<file path="config.mk">
export PLATFORM = sky130hd
export DESIGN_NAME = branch_resolver
export DESIGN_NICKNAME = d
export VERILOG_FILES = /design/src/rtl/branch_resolver.sv
export SDC_FILE = /design/constraint.sdc
export NUM_CORES = 1
export LEC_CHECK = 0
export BUFFER_PORTS_ARGS = -buffer_cell sky130_fd_sc_hd__buf_2
export CAP_MARGIN = 20
export CORE_MARGIN = 2
export CORE_UTILIZATION = 52
export DETAILED_ROUTE_END_ITERATION = 10
export PLACE_DENSITY = 0.79
export SETUP_SLACK_MARGIN = 0.2
export SLEW_MARGIN = 20
export SYNTH_ARGS = -nofsm -noshare
export SYNTH_HDL_FRONTEND = slang
export SYNTH_SLANG_ARGS = --single-unit
</file>
<file path="constraint.sdc">
create_clock -name clk_i -period 2.4 [get_ports clk_i]
set_clock_uncertainty 0.05 [all_clocks]
set_input_delay 0.12 -clock clk_i [delete_from_list [all_inputs] [get_ports clk_i]]
set_output_delay 0.12 -clock clk_i [all_outputs]
set_load 0.005 [all_outputs]
</file>
<file path="src/rtl/branch_resolver.sv">
// Branch resolver: resolves short conditional jumps (Jcc rel8) and INTO
// using the prefetch-queue displacement byte and the jump-test result.
module branch_resolver (
   input  logic        clk_i,
   input  logic        reset_i,
   input  logic        start_i,
   input  logic [7:0]  opcode_i,
   input  logic [15:0] ip_i,
   input  logic        taken_i,
   input  logic [7:0]  q_byte_i,
   input  logic        q_valid_i,
   output logic        q_rd_o,
   output logic        busy_o,
   output logic        done_o,
   output logic        load_ip_o,
   output logic        flush_o,
   output logic [15:0] new_ip_o,
   output logic        int_req_o,
   output logic [7:0]  int_vector_o
);

   // state   | meaning
   // IDLE    | waiting for start; unsupported opcodes complete from here
   // FETCH   | popping the rel8 displacement from the prefetch queue
   // RESOLVE | sampling taken, computing the Jcc target
   // TRAP    | sampling taken (overflow) for INTO
   typedef enum logic [1:0] {
      IDLE    = 2'd0,
      FETCH   = 2'd1,
      RESOLVE = 2'd2,
      TRAP    = 2'd3
   } state_t;

   localparam logic [7:0] OP_INTO  = 8'hCE;
   localparam logic [7:0] VEC_INTO = 8'h04;

   state_t      state_q, state_d;
   logic [15:0] ip_q, ip_d;
   logic [7:0]  disp_q, disp_d;
   logic        done_q, done_d;
   logic        load_q, load_d;
   logic        int_req_q, int_req_d;
   logic [15:0] new_ip_q, new_ip_d;
   logic [7:0]  int_vec_q, int_vec_d;
   logic [15:0] target;

   // ip already points past the opcode; +1 skips the displacement byte
   assign target = ip_q + 16'd1 + {{8{disp_q[7]}}, disp_q};

   always_comb begin
      state_d   = state_q;
      ip_d      = ip_q;
      disp_d    = disp_q;
      done_d    = 1'b0;
      load_d    = 1'b0;
      int_req_d = 1'b0;
      new_ip_d  = new_ip_q;
      int_vec_d = int_vec_q;
      case (state_q)
         IDLE: begin
            if (start_i) begin
               ip_d = ip_i;
               if (opcode_i[7:4] == 4'h7) begin
                  state_d = FETCH;
               end else if (opcode_i == OP_INTO) begin
                  state_d = TRAP;
               end else begin
                  done_d = 1'b1;
               end
            end
         end
         FETCH: begin
            if (q_valid_i) begin
               disp_d  = q_byte_i;
               state_d = RESOLVE;
            end
         end
         RESOLVE: begin
            done_d  = 1'b1;
            state_d = IDLE;
            if (taken_i) begin
               load_d   = 1'b1;
               new_ip_d = target;
            end
         end
         TRAP: begin
            done_d  = 1'b1;
            state_d = IDLE;
            if (taken_i) begin
               int_req_d = 1'b1;
               int_vec_d = VEC_INTO;
            end
         end
         default: state_d = IDLE;
      endcase
   end

   always_ff @(posedge clk_i or posedge reset_i) begin
      if (reset_i) begin
         state_q   <= IDLE;
         ip_q      <= 16'h0000;
         disp_q    <= 8'h00;
         done_q    <= 1'b0;
         load_q    <= 1'b0;
         int_req_q <= 1'b0;
         new_ip_q  <= 16'h0000;
         int_vec_q <= 8'h00;
      end else begin
         state_q   <= state_d;
         ip_q      <= ip_d;
         disp_q    <= disp_d;
         done_q    <= done_d;
         load_q    <= load_d;
         int_req_q <= int_req_d;
         new_ip_q  <= new_ip_d;
         int_vec_q <= int_vec_d;
      end
   end

   assign q_rd_o       = (state_q == FETCH);
   assign busy_o       = (state_q != IDLE);
   assign done_o       = done_q;
   assign load_ip_o    = load_q;
   assign flush_o      = load_q;
   assign int_req_o    = int_req_q;
   assign new_ip_o     = new_ip_q;
   assign int_vector_o = int_vec_q;

endmodule

</file>
Word-level counts from Yosys, hierarchy flattened
Cells that the tools add are included.
Widths: inputs -> output; s select.

operators by class
  eq/ne operators = 8
  muxes and demuxes = 12
  add/subtract/negate cells = 2
  reduce and logical (&&, ||, !) cells = 8

operators by type and width
  operator               number
  $add 16x1->16 const B  1
  $add 16x16->16         1
  $eq 8x8->1 const B     1
  $mux 2                 4
  $reduce_and 2->1       4
  $mux 1                 6
  $pmux 2 s3             1
  $eq 2x2->1 const B     2
  $eq 4x3->1 const B     1
  $ne 2x2->1 const B     2
  $ne 3x3->1 const B     1
  $reduce_and 3->1       1
  $eq 2x1->1 const B     1
  $logic_not 2->1        1
  $pmux 1 s2             1
  $reduce_bool 2->1      1
  $reduce_or 2->1        1

word-level totals
  word-level logic and storage cells = 38
  register bits = 46
  output and inout port bits = 30
  input port bits = 37

Depth between registers and ports, before layout
Gate-level depths: netlist (run 1).

  depth in word-level cells = 5
  gate-level depth with buffers = 10
  gate-level depth less buffers = 10

Least setup slack after synthesis (run 1)
No wires, ideal clock.

  path kind = register -> register
  start point = reg ip_q[0]
  end point = reg new_ip_q[14] (netlist: new_ip_o[14])
  period minus slack after synthesis = 2.118 ns
  data arrival time = 1.938 ns
  buffers on the path = 0
  data required time = 2.220 ns
  library setup time = 0.130 ns
  slack = 0.282 ns
  stages on the path, launching flop included = 11
  cells stage by stage = dfrtp_1 -> inv_1 -> ha_1 -> inv_1 -> fa_1 -> a21o_1 -> a221o_2 -> nand3_2 -> o311ai_2 -> xnor2_1 -> o21ai_1

on the way
  longest elaborated chain between the ends = 2

RTL lines
  what                    line  RTL
  from (decl)             38    logic [15:0] ip_q, ip_d;
  from (signal assigned)  110   ip_q <= ip_d;
  $add 16x1->16           48    assign target = ip_q + 16'd1 + {{8{disp_q[7]}}, disp_q};
  $add 16x16->16          48
  to (signal assigned)    115   new_ip_q <= new_ip_d;
  to (decl)               43    logic [15:0] new_ip_q, new_ip_d;

No other way between the ends.
A chain may end at the register's enable or synchronous reset.

Worst setup path in the final report (run 1)
  start point = reg disp_q[0]
  end point = reg new_ip_q[12] (netlist: new_ip_o[12])

on the way
  longest elaborated chain between the ends = 1

RTL lines
  what                    line  RTL
  from (decl)             39    logic [7:0] disp_q, disp_d;
  from (signal assigned)  111   disp_q <= disp_d;
  $add 16x16->16          48

No other way between the ends.

==> summary.txt, run 1 <==
Drt
  • Routed vias/inst: 5.45
  • DRC: 0
  • DR vias: 2027
  • Routed WL per cell: between 10 and 15 um
  • Final wirelength: 5.26 mm
  • Drt pass-1 iters: 4
  • Initial drt markers: 148
  • Routed Antenna Nets: 0

Cells and area
  • Final nets: 370
  • Ant. Diodes: 0
  • Layout Utilization: 67.5%
  • Non-filler cells, final: 372
  • Fraction of layout cells with a size suffix above 1: 35.8%
  • Filler instances: around 360
  • P&R area growth vs syn: 26.9%

Worst setup path
  • WP data arrival: 2.29 ns
  • Worst path top cell family by delay: compound AO/OA/AOI/OAI gates
  • R2R cell count: 10
  • Buffers & Inverters on Critical Path: 2
  • Crit-path cells: inv_2 -> ha_4 -> inv_2 -> fa_2 -> a21o_1 -> a221o_2 -> nand3_4 -> o21ai_1 -> xnor2_1 -> o21ai_1
  • CP startpoint kind: register
  • Crit path kind: register to register
  • CP max-delay cell: a221o_2
  • Crit end category: register
  • Levels on crit path: 10
  • Crit path max fanout: 4
  • CP Data Required Time: 2.53 ns
  • Slowest stage delay, CP: 0.40 ns

Synthesis
  • Synthesized cell area: 0.00250 mm^2
  • Ys async rst share: 100%
  • Synth warn: 0
  • Distinct cell type count after synthesis: 43
  • Count of flip-flops with a built-in enable after synthesis: 0
  • Post-synthesis register bit count: 46
  • Synth Instances: 234
  • Syn Area/Cell: 10.7 um^2
  • Ys flop type: dfrtp_1
  • Seq/Total Area, Yosys: 46.1%

Power and ir drop
  • VDD IR max: 794 uV
  • P per Cell Area: 1470 mW/mm^2
  • Clock network fraction of design power: 10.4%
  • Psw: approximately 2.0 mW
  • Sw frac: 43.0%
  • Internal Pwr Total: 2.66 mW
  • Total power: 4.67 mW
  • Comb pwr share: approximately 61%
  • Leak Pwr: about 1.5 nW
  • Seq pwr share: 29.1%

Placement
  • Post-DP HPWL: around 3.6 mm
  • Final GP Congestion: 0.826
  • # port buffers: 59
  • Placed cell count: 343

Status
  • Status: finished, final reports clean

Timing
  • Max Clk Rate: roughly 460 MHz
  • Final hold vios: 0
  • Slew of the pin with the lowest slew margin: 0.603 ns
  • Worst hold slack: 0.00117 ns
  • Worst slew margin: between 50% and 60%
  • Period minus WS final: between 2 and 2.5 ns
  • Period utilization: around nine tenths
  • Slew Limit Fails: 0
  • Setup tns final: 0 ns
  • RSZ-0062 raised after global routing: yes
  • Endpoints failing setup: 0

Global route
  • Antenna violations before repair: 0
  • First-pass GRT wire length: ~8.4 mm
  • Largest net degree at the start of global routing: 30
  • Total track usage: 20.5%
  • Vias in the first global route: 1882
  • Remaining global-route overflow: 0

Clock network
  • Post-CTS Repair Setup Buffers: 0
  • CTS tree: yes
  • Clk buf depth: 2
  • Clk sinks: 46
  • Root Driver: clkbuf_8
  • Clock Latency Late Sink: 0.30 ns
  • Clk slew on worst S/H paths: 0.08 ns
  • Cts bufs inserted: 5
  • H-tree depth: 2

Floorplanning
  • Die X: 73.3 um
  • Die area: between 0.005 and 0.006 mm^2
  • Starting Density: 53.2%
  • Top-level port count: between 60 and 70
  • Placement Rows: 25
  • Die Y: roughly 73 um
  • Placeable Area: 0.00469 mm^2

Hold path
  • Hold path cells: 2
  • Worst hold path type: input pin to register

Flow run
  • MaxCap Viol Count: 0
==> power by group through the flow <==
| stage | Clock (mW) | Combinational [mW] | Sequential, mW |
|---|---|---|---|
| global placement | 0 | 2.51 | 1.36 |
| floorplan | 0 | 1.99 | 1.34 |
| CTS | 0.495 | 2.63 | 1.36 |
| detailed placement | 0 | 2.57 | 1.38 |
| global route | 0.525 | 3.12 | 1.42 |
| finish | 0.486 | 2.83 | 1.36 |
==> cells in the final DEF, fill, tap and decap left out, types with 2 or more instances in the layout <==
master	Yosys	routed
a21o_1	3	3
a21oi_1	15	14
a21oi_2	1	2
and3_1	2	2
buf_2	0	59
buf_4	10	4
clkbuf_8	0	6
conb_1	1	7
dfrtp_1	46	45
dlygate4sd3_1	0	21
ha_1	15	13
inv_1	10	6
inv_2	0	4
mux2_2	23	23
nand2_1	30	30
nand2b_1	2	2
nand3_1	3	3
nand4_1	6	6
nor2_1	3	3
nor2_2	2	2
o211ai_1	3	3
o21ai_0	20	16
o21ai_1	1	5
or2_2	2	2
xnor2_1	9	9
xor2_1	4	4
==> timing repair <==
item / CTS / global route
pin swaps: 0 / 7
setup endpoints to repair: 3 / 7
hold buffers: 20 / 1
resized for setup: 3 / 13
hold endpoints to repair: 47 / 1
==> sequential cells by signal, indices dropped and copies added, names as in the netlist <==
| signal | flops |
|---|---|
| state_q | 2 |
| int_vector_o | 1 |
| flush_o | 1 |
| done_o | 1 |
| new_ip_o | 16 |
| disp_q | 8 |
| int_req_o | 1 |
| ip_q | 16 |
==> path summary, 6_finish.rpt <==
path | startpoint | to | slack (ns)
max | disp_q[0] | new_ip_o[12] | 0.23
min | q_byte_i[6] | disp_q[6] | 0.001
max reg2reg | disp_q[0] | new_ip_o[12] | 0.23
min reg2reg | new_ip_o[13] | new_ip_o[13] | 0.42
max in group asynchronous | reset_i | disp_q[7] | 1.24
min in group asynchronous | reset_i | new_ip_o[2] | 0.37
==> cell usage after synthesis (all sizes together), types with 2 or more instances <==
| library cell | n | area [um^2] |
|---|---|---|
| o311ai | 2 | 25.0 |
| nand2 | 30 | 113 |
| a21oi | 16 | 83.8 |
| nand2b | 2 | 12.5 |
| clkbuf | 4 | 16.3 |
| mux2 | 23 | 259 |
| inv | 10 | 37.5 |
| dfrtp | 46 | 1150 |
| xnor2 | 9 | 78.8 |
| nand3 | 4 | 25.0 |
| or2 | 2 | 12.5 |
| nand4 | 6 | 37.5 |
| ha | 15 | 188 |
| nor2 | 5 | 23.8 |
| a21o | 4 | 31.3 |
| xor2 | 4 | 35.0 |
| buf | 10 | 75.1 |
| and3 | 2 | 12.5 |
| o21ai | 21 | 105 |
| o211ai | 3 | 22.5 |
==> kinds of logic (layout without fill, tap and decap cells) <==
group / Yosys count / after routing / synth area share, %
other: 1 / 7 / 0.150
and+or+nand+nor: 54 / 54 / 10.5
muxes: 23 / 23 / 10.4
adders and majority gates: 16 / 16 / 8.32
xor gates and xnor gates: 13 / 13 / 4.56
AOI/OAI and AO/OA: 57 / 57 / 14.8
DFF: 46 / 46 / 46.1
buffers and inverters: 24 / 102 / 5.16
==> layer usage <==
| layer | GRT usage (%) | up-vias | wire length, um |
|---|---|---|---|
| met4 | 7.27 | 0 | 110 |
| met5 | 0 | - | 0 |
| li1 | - | 995 | - |
| met1 | 27.3 | 956 | 2390 |
| met3 | 4.39 | 13 | 226 |
| met2 | 33.2 | 63 | 2540 |
==> stage by stage <==
stage                     worst slack (ns)  cell area [um^2]
after floorplan                      0.282              2520
after global placement               0.207              2820
after detailed placement             0.111              2820
after CTS                            0.203              3120
after global routing                 0.113              3170
final                                0.231              3170
==> final cells by class <==
| class | count | area (um^2) | share of cell area, % |
|---|---|---|---|
| clock inverter | 1 | 5.00 | 0.158 |
| inverter | 10 | 37.5 | 1.18 |
| tap | 54 | 67.6 | 2.13 |
| timing repair buffer | 84 | 536 | 16.9 |
| clock buffer | 7 | 86.3 | 2.72 |
| sequential | 46 | 1150 | 36.4 |
| multi-input combinational | 170 | 1280 | 40.5 |
(Power assumes the default switching activity.)
==> inputs of run 2 (changes only) <==
--- a/config.mk
+++ b/config.mk
@@ -8,9 +8,9 @@
 export BUFFER_PORTS_ARGS = -buffer_cell sky130_fd_sc_hd__buf_2
 export CAP_MARGIN = 20
 export CORE_MARGIN = 2
-export CORE_UTILIZATION = 52
+export CORE_UTILIZATION = 55
 export DETAILED_ROUTE_END_ITERATION = 10
-export PLACE_DENSITY = 0.79
+export PLACE_DENSITY = 0.83
 export SETUP_SLACK_MARGIN = 0.2
 export SLEW_MARGIN = 20
 export SYNTH_ARGS = -nofsm -noshare
==> constraint.sdc (replaced) <==
create_clock -name clk_i -period 2.55 [get_ports clk_i]
set_clock_uncertainty 0.05 [all_clocks]
set_input_delay 0.1275 -clock clk_i [delete_from_list [all_inputs] [get_ports clk_i]]
set_output_delay 0.1275 -clock clk_i [all_outputs]
set_load 0.005 [all_outputs]
==> run 2 against run 1 <==
Effect of this change: register-to-register slack better by 0.08 ns; routed wire length fell by 0.59%; first-iteration DRC count up 4.7%; final area fell by 5.1%; sequential power shrank 6%; sequential cell count did not move; via count fell by 2.1%; critical endpoint is now new_ip_o[14].
==> summary.txt, run 2 (synthesis results as in run 1) <==
Hold path
  • Hold Crit Start: ip_i[11] (was q_byte_i[6])
  • Hold path cells: 2 (unchanged)
  • Worst Hold End: ip_q[11] (was disp_q[6])
  • Worst hold path type: input pin to register (unchanged)

Cells and area
  • Multi-input gate area: 0.00126 mm^2 (was 0.00128 mm^2)
  • Seq. cell area: 0.00115 mm^2 (about the same)
  • Commonest non-fill, non-tap cells in the layout: buf_2, dfrtp_1, nand2_1 (unchanged)
  • Commonest non-fill, non-tap cell in the layout: buf_2 (unchanged)
  • Final nets: 359 (was 370)
  • Fraction of layout cells with a size suffix above 1: 35.9% (was 35.8%)
  • Ant. Diodes: 0 (unchanged)
  • P&R area growth vs syn: 20.5% (was 26.9%)
  • Filler instances: 333 (was 363)

Worst setup path
  • Origin of the critical flop-to-flop path: ip_q[0] (was disp_q[0])
  • Crit end category: register (unchanged)
  • CP Data Required Time: 2.69 ns (was 2.53 ns)
  • CP startpoint kind: register (unchanged)
  • R2R Path End: new_ip_o[14] (was new_ip_o[12])
  • R2R cell count: 10 (unchanged)
  • Crit-path cells: inv_1 -> ha_2 -> inv_2 -> fa_2 -> a21o_1 -> a221o_2 -> nand3_4 -> o311ai_2 -> xnor2_1 -> o21ai_1 (was inv_2 -> ha_4 -> inv_2 -> fa_2 -> a21o_1 -> a221o_2 -> nand3_4 -> o21ai_1 -> xnor2_1 -> o21ai_1)
  • Crit path max fanout: 4 (unchanged)
  • Flop2flop setup slack: 0.31 ns (was 0.23 ns)
  • Crit path kind: register to register (unchanged)
  • Slowest stage delay, CP: 0.39 ns (was 0.40 ns)
  • CP max-delay cell: a221o_2 (unchanged)
  • WP data arrival: 2.38 ns (was 2.29 ns)

Global route
  • Total track usage: 22.3% (was 20.5%)
  • Largest net degree at the start of global routing: 31 (was 30)
  • Vias in the first global route: 1997 (was 1882)
  • First-pass GRT wire length: 8.98 mm (was 8.44 mm)
  • Antenna violations before repair: 0 (unchanged)
  • Remaining global-route overflow: 0 (unchanged)

Clock network
  • Clk sinks: 46 (unchanged)
  • Root Driver: clkbuf_8 (unchanged)
  • Cts bufs inserted: 5 (unchanged)
  • CTS tree: yes (unchanged)
  • H-tree depth: 2 (unchanged)
  • Clk buf depth: 2 (unchanged)
  • Clock Latency Late Sink: 0.30 ns (about the same)
  • Clk slew on worst S/H paths: 0.08 ns (about the same)

Drt
  • Routed vias/inst: 5.54 (was 5.45)
  • Final wirelength: 5.23 mm (was 5.26 mm)
  • Routed Antenna Nets: 0 (unchanged)
  • DRC: 0 (unchanged)
  • Drt pass-1 iters: 4 (unchanged)
  • Initial drt markers: 155 (was 148)
  • DR vias: 1985 (was 2027)
  • Routed WL per cell: 14.6 um (was 14.2 um)

Timing
  • RSZ-0062 raised after global routing: no (was yes)
  • Period minus WS final: 2.24 ns (was 2.17 ns)
  • Endpoints failing setup: 0 (unchanged)
  • Slew Limit Fails: 0 (unchanged)
  • Final hold vios: 0 (unchanged)
  • Setup tns final: 0 ns (unchanged)
  • Max Clk Rate: 446 MHz (was 461 MHz)
  • Slew of the pin with the lowest slew margin: 0.763 ns (was 0.603 ns)
  • Worst slew margin: 48.8% (was 59.7%)
  • Period utilization: 87.9% (was 90.4%)
  • Worst hold slack: 0.00469 ns (was 0.00117 ns)

Floorplanning
  • Starting Density: 57.4% (was 53.2%)
  • Placeable Area: 0.00435 mm^2 (was 0.00469 mm^2)
  • Die area: 0.00510 mm^2 (was 0.00537 mm^2)
  • Die X: 71.4 um (was 73.3 um)
  • Placement Rows: 24 (was 25)
  • Die Y: 71.4 um (was 73.3 um)
  • Top-level port count: 67 (unchanged)

Power and ir drop
  • P per Cell Area: 1410 mW/mm^2 (was 1470 mW/mm^2)
  • Leak Pwr: 1.47 nW (was 1.54 nW)
  • VDD IR max: 630 uV (was 794 uV)

Placement
  • Final GP Congestion: 0.841 (was 0.826)
  • Post-DP HPWL: 4.03 mm (was 3.65 mm)
  • # port buffers: 59 (unchanged)

Flow run
  • MaxCap Viol Count: 0 (unchanged)

Status
  • Status: finished, final reports clean (unchanged)
[run 2: cell types whose count changed in the layout (fill, tap and decap cells not counted), moves of 2 or more]
cell / delta
dlygate4sd3_1: -13
inv_2: -3
buf_4: +2
inv_1: +2
o21ai_1: -3
o21ai_0: +3
[run 2: where the power goes]
part	internal (mW)	total, mW	switching, mW
clock	0.184	0.419	0.235
combinational	1.19	2.55	1.36
sequential	1.06	1.28	0.218
[run 2: through the flow]
stage	power [mW]	utilization (%)	instance area [um^2]	std cells	worst slack, ns
floorplan	3.13	-	2520	240	0.432
CTS	4.17	68.4	2980	356	0.239
global route	4.62	69.1	3010	358	0.199
global placement	3.60	64.7	2820	341	0.372
finish	4.25	69.1	3010	358	0.309
detailed placement	3.72	64.7	2820	341	0.273
[run 2: routing by layer]
| layer | wire [um] | vias to the layer above | GRT usage [%] |
|---|---|---|---|
| li1 | - | 967 | - |
| met1 | 2310 | 926 | 28.6 |
| met2 | 2480 | 79 | 35.9 |
| met3 | 328 | 13 | 4.36 |
| met4 | 112 | 0 | 11.5 |
| met5 | 0 | - | 0 |
[run 2: layout make-up]
type                    instances  share of cell area [%]
clock inverters                 2                   0.333
well taps                      52                    2.16
inverters                      10                    1.25
flip-flops and latches         46                    38.3
repair buffers                 73                    14.0
clock buffers                   5                    2.29
multi-input cells             170                    41.7
[run 2: worst max path at each step]
stage | startpoint | endpoint | slack (ns) | cells past startpoint
2_1_floorplan | ip_q[0] | new_ip_o[14] | 0.43 | 10
3_3_place_gp | ip_q[0] | new_ip_o[14] | 0.37 | 10
3_5_place_dp | ip_q[0] | new_ip_o[12] | 0.27 | 10
4_1_cts | ip_q[0] | new_ip_o[12] | 0.24 | 10
5_1_grt | ip_q[0] | new_ip_o[14] | 0.20 | 10
6_report | ip_q[0] | new_ip_o[14] | 0.31 | 10
[run 2: timing repair]
action | CTS | global route
hold buffers | 8 | 0
endpoints found under the setup margin | 0 | 5
setup buffers | 0 | 2
endpoints found under the hold margin | 27 | 0
gates resized for setup | 0 | 6
[run 2: worst max-delay path: cells and delay by family (launching register included)]
family	cells	cell delay, ns
adder cells (fa/ha/maj)	2	0.54
buffers and inverters	2	0.12
AO/OA/AOI/OAI	4	0.77
flip-flops	1	0.36
AND/OR/NAND/NOR	1	0.11
XOR/XNOR	1	0.17
==> inputs of run 3 (changes only) <==
--- a/config.mk
+++ b/config.mk
@@ -10,6 +10,7 @@
 export CORE_MARGIN = 2
 export CORE_UTILIZATION = 55
 export DETAILED_ROUTE_END_ITERATION = 10
+export GPL_TIMING_DRIVEN = 0
 export PLACE_DENSITY = 0.83
 export SETUP_SLACK_MARGIN = 0.2
 export SLEW_MARGIN = 20
==> run 3 against run 2 <==
Effect of this change: critical path depth unchanged; clock power up 60%; sequential share of layout area down 2.8 points; routed wire length up 7.0%; register-to-register slack worse by 0.04 ns; via count up 3.4%; non-clock buffer count up 18; largest power group unchanged; largest cell class unchanged; final area up 7.9%; clock-buffer cell count up 1; highest routed layer unchanged.
==> summary.txt, run 3 (synthesis results as in run 1) <==
Timing
  • Slew Limit Fails: 0 (unchanged)
  • Period minus WS final: 2.28 ns (was 2.24 ns)
  • Worst hold slack: 0.00219 ns (was 0.00469 ns)
  • Setup tns final: 0 ns (unchanged)
  • RSZ-0062 raised after global routing: yes (was no)
  • Endpoints failing setup: 0 (unchanged)
  • Max Clk Rate: 439 MHz (was 446 MHz)
  • Final hold vios: 0 (unchanged)
  • Period utilization: 89.4% (was 87.9%)

Clock network
  • H-tree depth: 2 (unchanged)
  • Clk slew on worst S/H paths: 0.09 ns (was 0.08 ns)
  • Cts bufs inserted: 5 (unchanged)
  • Clock Latency Late Sink: 0.31 ns (was 0.30 ns)
  • CTS tree: yes (unchanged)
  • Clk buf depth: 2 (unchanged)
  • Root Driver: clkbuf_8 (unchanged)
  • Clk sinks: 46 (unchanged)

Status
  • Status: finished, final reports clean (unchanged)

Hold path
  • Worst Hold End: ip_q[11] (unchanged)
  • Hold Crit Start: ip_i[11] (unchanged)
  • Worst hold path type: input pin to register (unchanged)
  • Hold path cells: 2 (unchanged)

Cells and area
  • Ant. Diodes: 0 (unchanged)
  • Commonest non-fill, non-tap cells in the layout: buf_2, dfrtp_1, nand2_1 (unchanged)
  • Final nets: 377 (was 359)
  • Commonest non-fill, non-tap cell in the layout: buf_2 (unchanged)
  • Fraction of layout cells with a size suffix above 1: 37.8% (was 35.9%)
  • P&R area growth vs syn: 30.1% (was 20.5%)

Floorplanning
  • Die X: 71.4 um (unchanged)
  • Placeable Area: 0.00435 mm^2 (unchanged)
  • Die area: 0.00510 mm^2 (unchanged)
  • Placement Rows: 24 (unchanged)
  • Starting Density: 57.4% (unchanged)
  • Die Y: 71.4 um (unchanged)
  • Top-level port count: 67 (unchanged)

Worst setup path
  • Slowest stage delay, CP: 0.40 ns (was 0.39 ns)
  • WP data arrival: 2.41 ns (was 2.38 ns)
  • CP startpoint kind: register (unchanged)
  • Origin of the critical flop-to-flop path: disp_q[0] (was ip_q[0])
  • Flop2flop setup slack: 0.27 ns (was 0.31 ns)
  • Crit end category: register (unchanged)
  • Crit path kind: register to register (unchanged)
  • CP max-delay cell: a221o_2 (unchanged)
  • R2R cell count: 10 (unchanged)
  • CP Data Required Time: 2.68 ns (was 2.69 ns)
  • R2R Path End: new_ip_o[14] (unchanged)
  • Crit path max fanout: 4 (unchanged)
  • Crit-path cells: inv_1 -> ha_2 -> inv_2 -> fa_2 -> a21o_1 -> a221o_2 -> nand3_4 -> o311ai_4 -> xnor2_1 -> o21ai_1 (was inv_1 -> ha_2 -> inv_2 -> fa_2 -> a21o_1 -> a221o_2 -> nand3_4 -> o311ai_2 -> xnor2_1 -> o21ai_1)

Drt
  • Final wirelength: 5.60 mm (was 5.23 mm)
  • Routed vias/inst: 5.44 (was 5.54)
  • Routed WL per cell: 14.8 um (was 14.6 um)
  • Initial drt markers: 90 (was 155)
  • DRC: 0 (unchanged)
  • Routed Antenna Nets: 0 (unchanged)
  • DR vias: 2052 (was 1985)
  • Drt pass-1 iters: 4 (unchanged)

Global route
  • Vias in the first global route: 2041 (was 1997)
  • Total track usage: 22.6% (was 22.3%)
  • Antenna violations before repair: 0 (unchanged)
  • Remaining global-route overflow: 0 (unchanged)
  • First-pass GRT wire length: 9.07 mm (was 8.98 mm)
  • Largest net degree at the start of global routing: 26 (was 31)

Placement
  • Final GP Congestion: 0.813 (was 0.841)
  • # port buffers: 59 (unchanged)
  • Post-DP HPWL: 3.99 mm (was 4.03 mm)

Power and ir drop
  • P per Cell Area: 1430 mW/mm^2 (was 1410 mW/mm^2)
  • Leak Pwr: 1.60 nW (was 1.47 nW)
  • VDD IR max: 724 uV (was 630 uV)

Flow run
  • MaxCap Viol Count: 0 (unchanged)
## run 3: cell types whose count changed in the layout (fill, tap and decap cells not counted), sizes merged
cell / delta
clkbuf: +5
clkinv: -3
buf: +7
inv: +1
bufinv: +2
dlygate4sd3: +7
## run 3: layout make-up
type	instances	area, um^2
multi-input combinational	170	1270
sequential	46	1150
fill	303	1110
timing repair buffer	77	488
buffer	14	91.3
clock buffer	6	82.6
tap	52	65.1
clock inverter	2	60.1
inverter	10	37.5
## run 3: critical path: cells and delay by family, from the launching register on
| family | cells | cell delay, ns |
|---|---|---|
| AO/OA/AOI/OAI | 4 | 0.76 |
| XOR/XNOR | 1 | 0.20 |
| adder cells (fa/ha/maj) | 2 | 0.56 |
| buffers and inverters | 2 | 0.10 |
| flip-flops | 1 | 0.38 |
| AND/OR/NAND/NOR | 1 | 0.10 |
## run 3: stage by stage
step	utilization (%)	setup WS, ns	total power [mW]	area, um^2	std cells
4_1_cts	73.0	0.204	4.44	3180	373
2_1_floorplan	-	0.432	3.13	2520	240
6_report	74.6	0.272	4.66	3250	377
3_5_place_dp	66.8	0.255	3.74	2910	352
5_1_grt	74.6	0.153	5.03	3250	377
3_3_place_gp	66.1	0.264	3.63	2880	351
## run 3: power breakdown
| part | internal (mW) | total, mW | leakage, nW | switching (mW) |
|---|---|---|---|---|
| sequential | 1.07 | 1.30 | 0.564 | 0.232 |
| clock | 0.418 | 0.670 | 0.0714 | 0.252 |
| combinational | 1.26 | 2.69 | 0.969 | 1.43 |
| total | 2.74 | 4.66 | 1.60 | 1.92 |
## run 3: repair_timing
item	in CTS	in global routing
hold endpoints to repair	33	2
setup buffers	0	2
hold buffers	13	2
setup endpoints to repair	1	5
pin swaps	0	9
gates resized for setup	1	10
cloned	0	0
## run 3: routing by layer
layer / up-vias / share of wire [%] / track usage [%]
met5: - / 0 / 0
met4: 0 / 1.6 / 9.22
met3: 9 / 5.7 / 5.49
met2: 69 / 50 / 37.2
met1: 964 / 43 / 28.6
li1: 1010 / - / -
## run 3: worst max-delay path by stage
stage                    to      start  slack [ns]  depth (start not counted)
2_1_floorplan  new_ip_o[14]    ip_q[0]        0.43                         10
3_3_place_gp   new_ip_o[14]    ip_q[0]        0.26                         10
3_5_place_dp   new_ip_o[14]    ip_q[0]        0.25                         10
4_1_cts        new_ip_o[12]    ip_q[0]        0.20                         10
5_1_grt        new_ip_o[14]  disp_q[0]        0.15                         10
6_report       new_ip_o[14]  disp_q[0]        0.27                         10
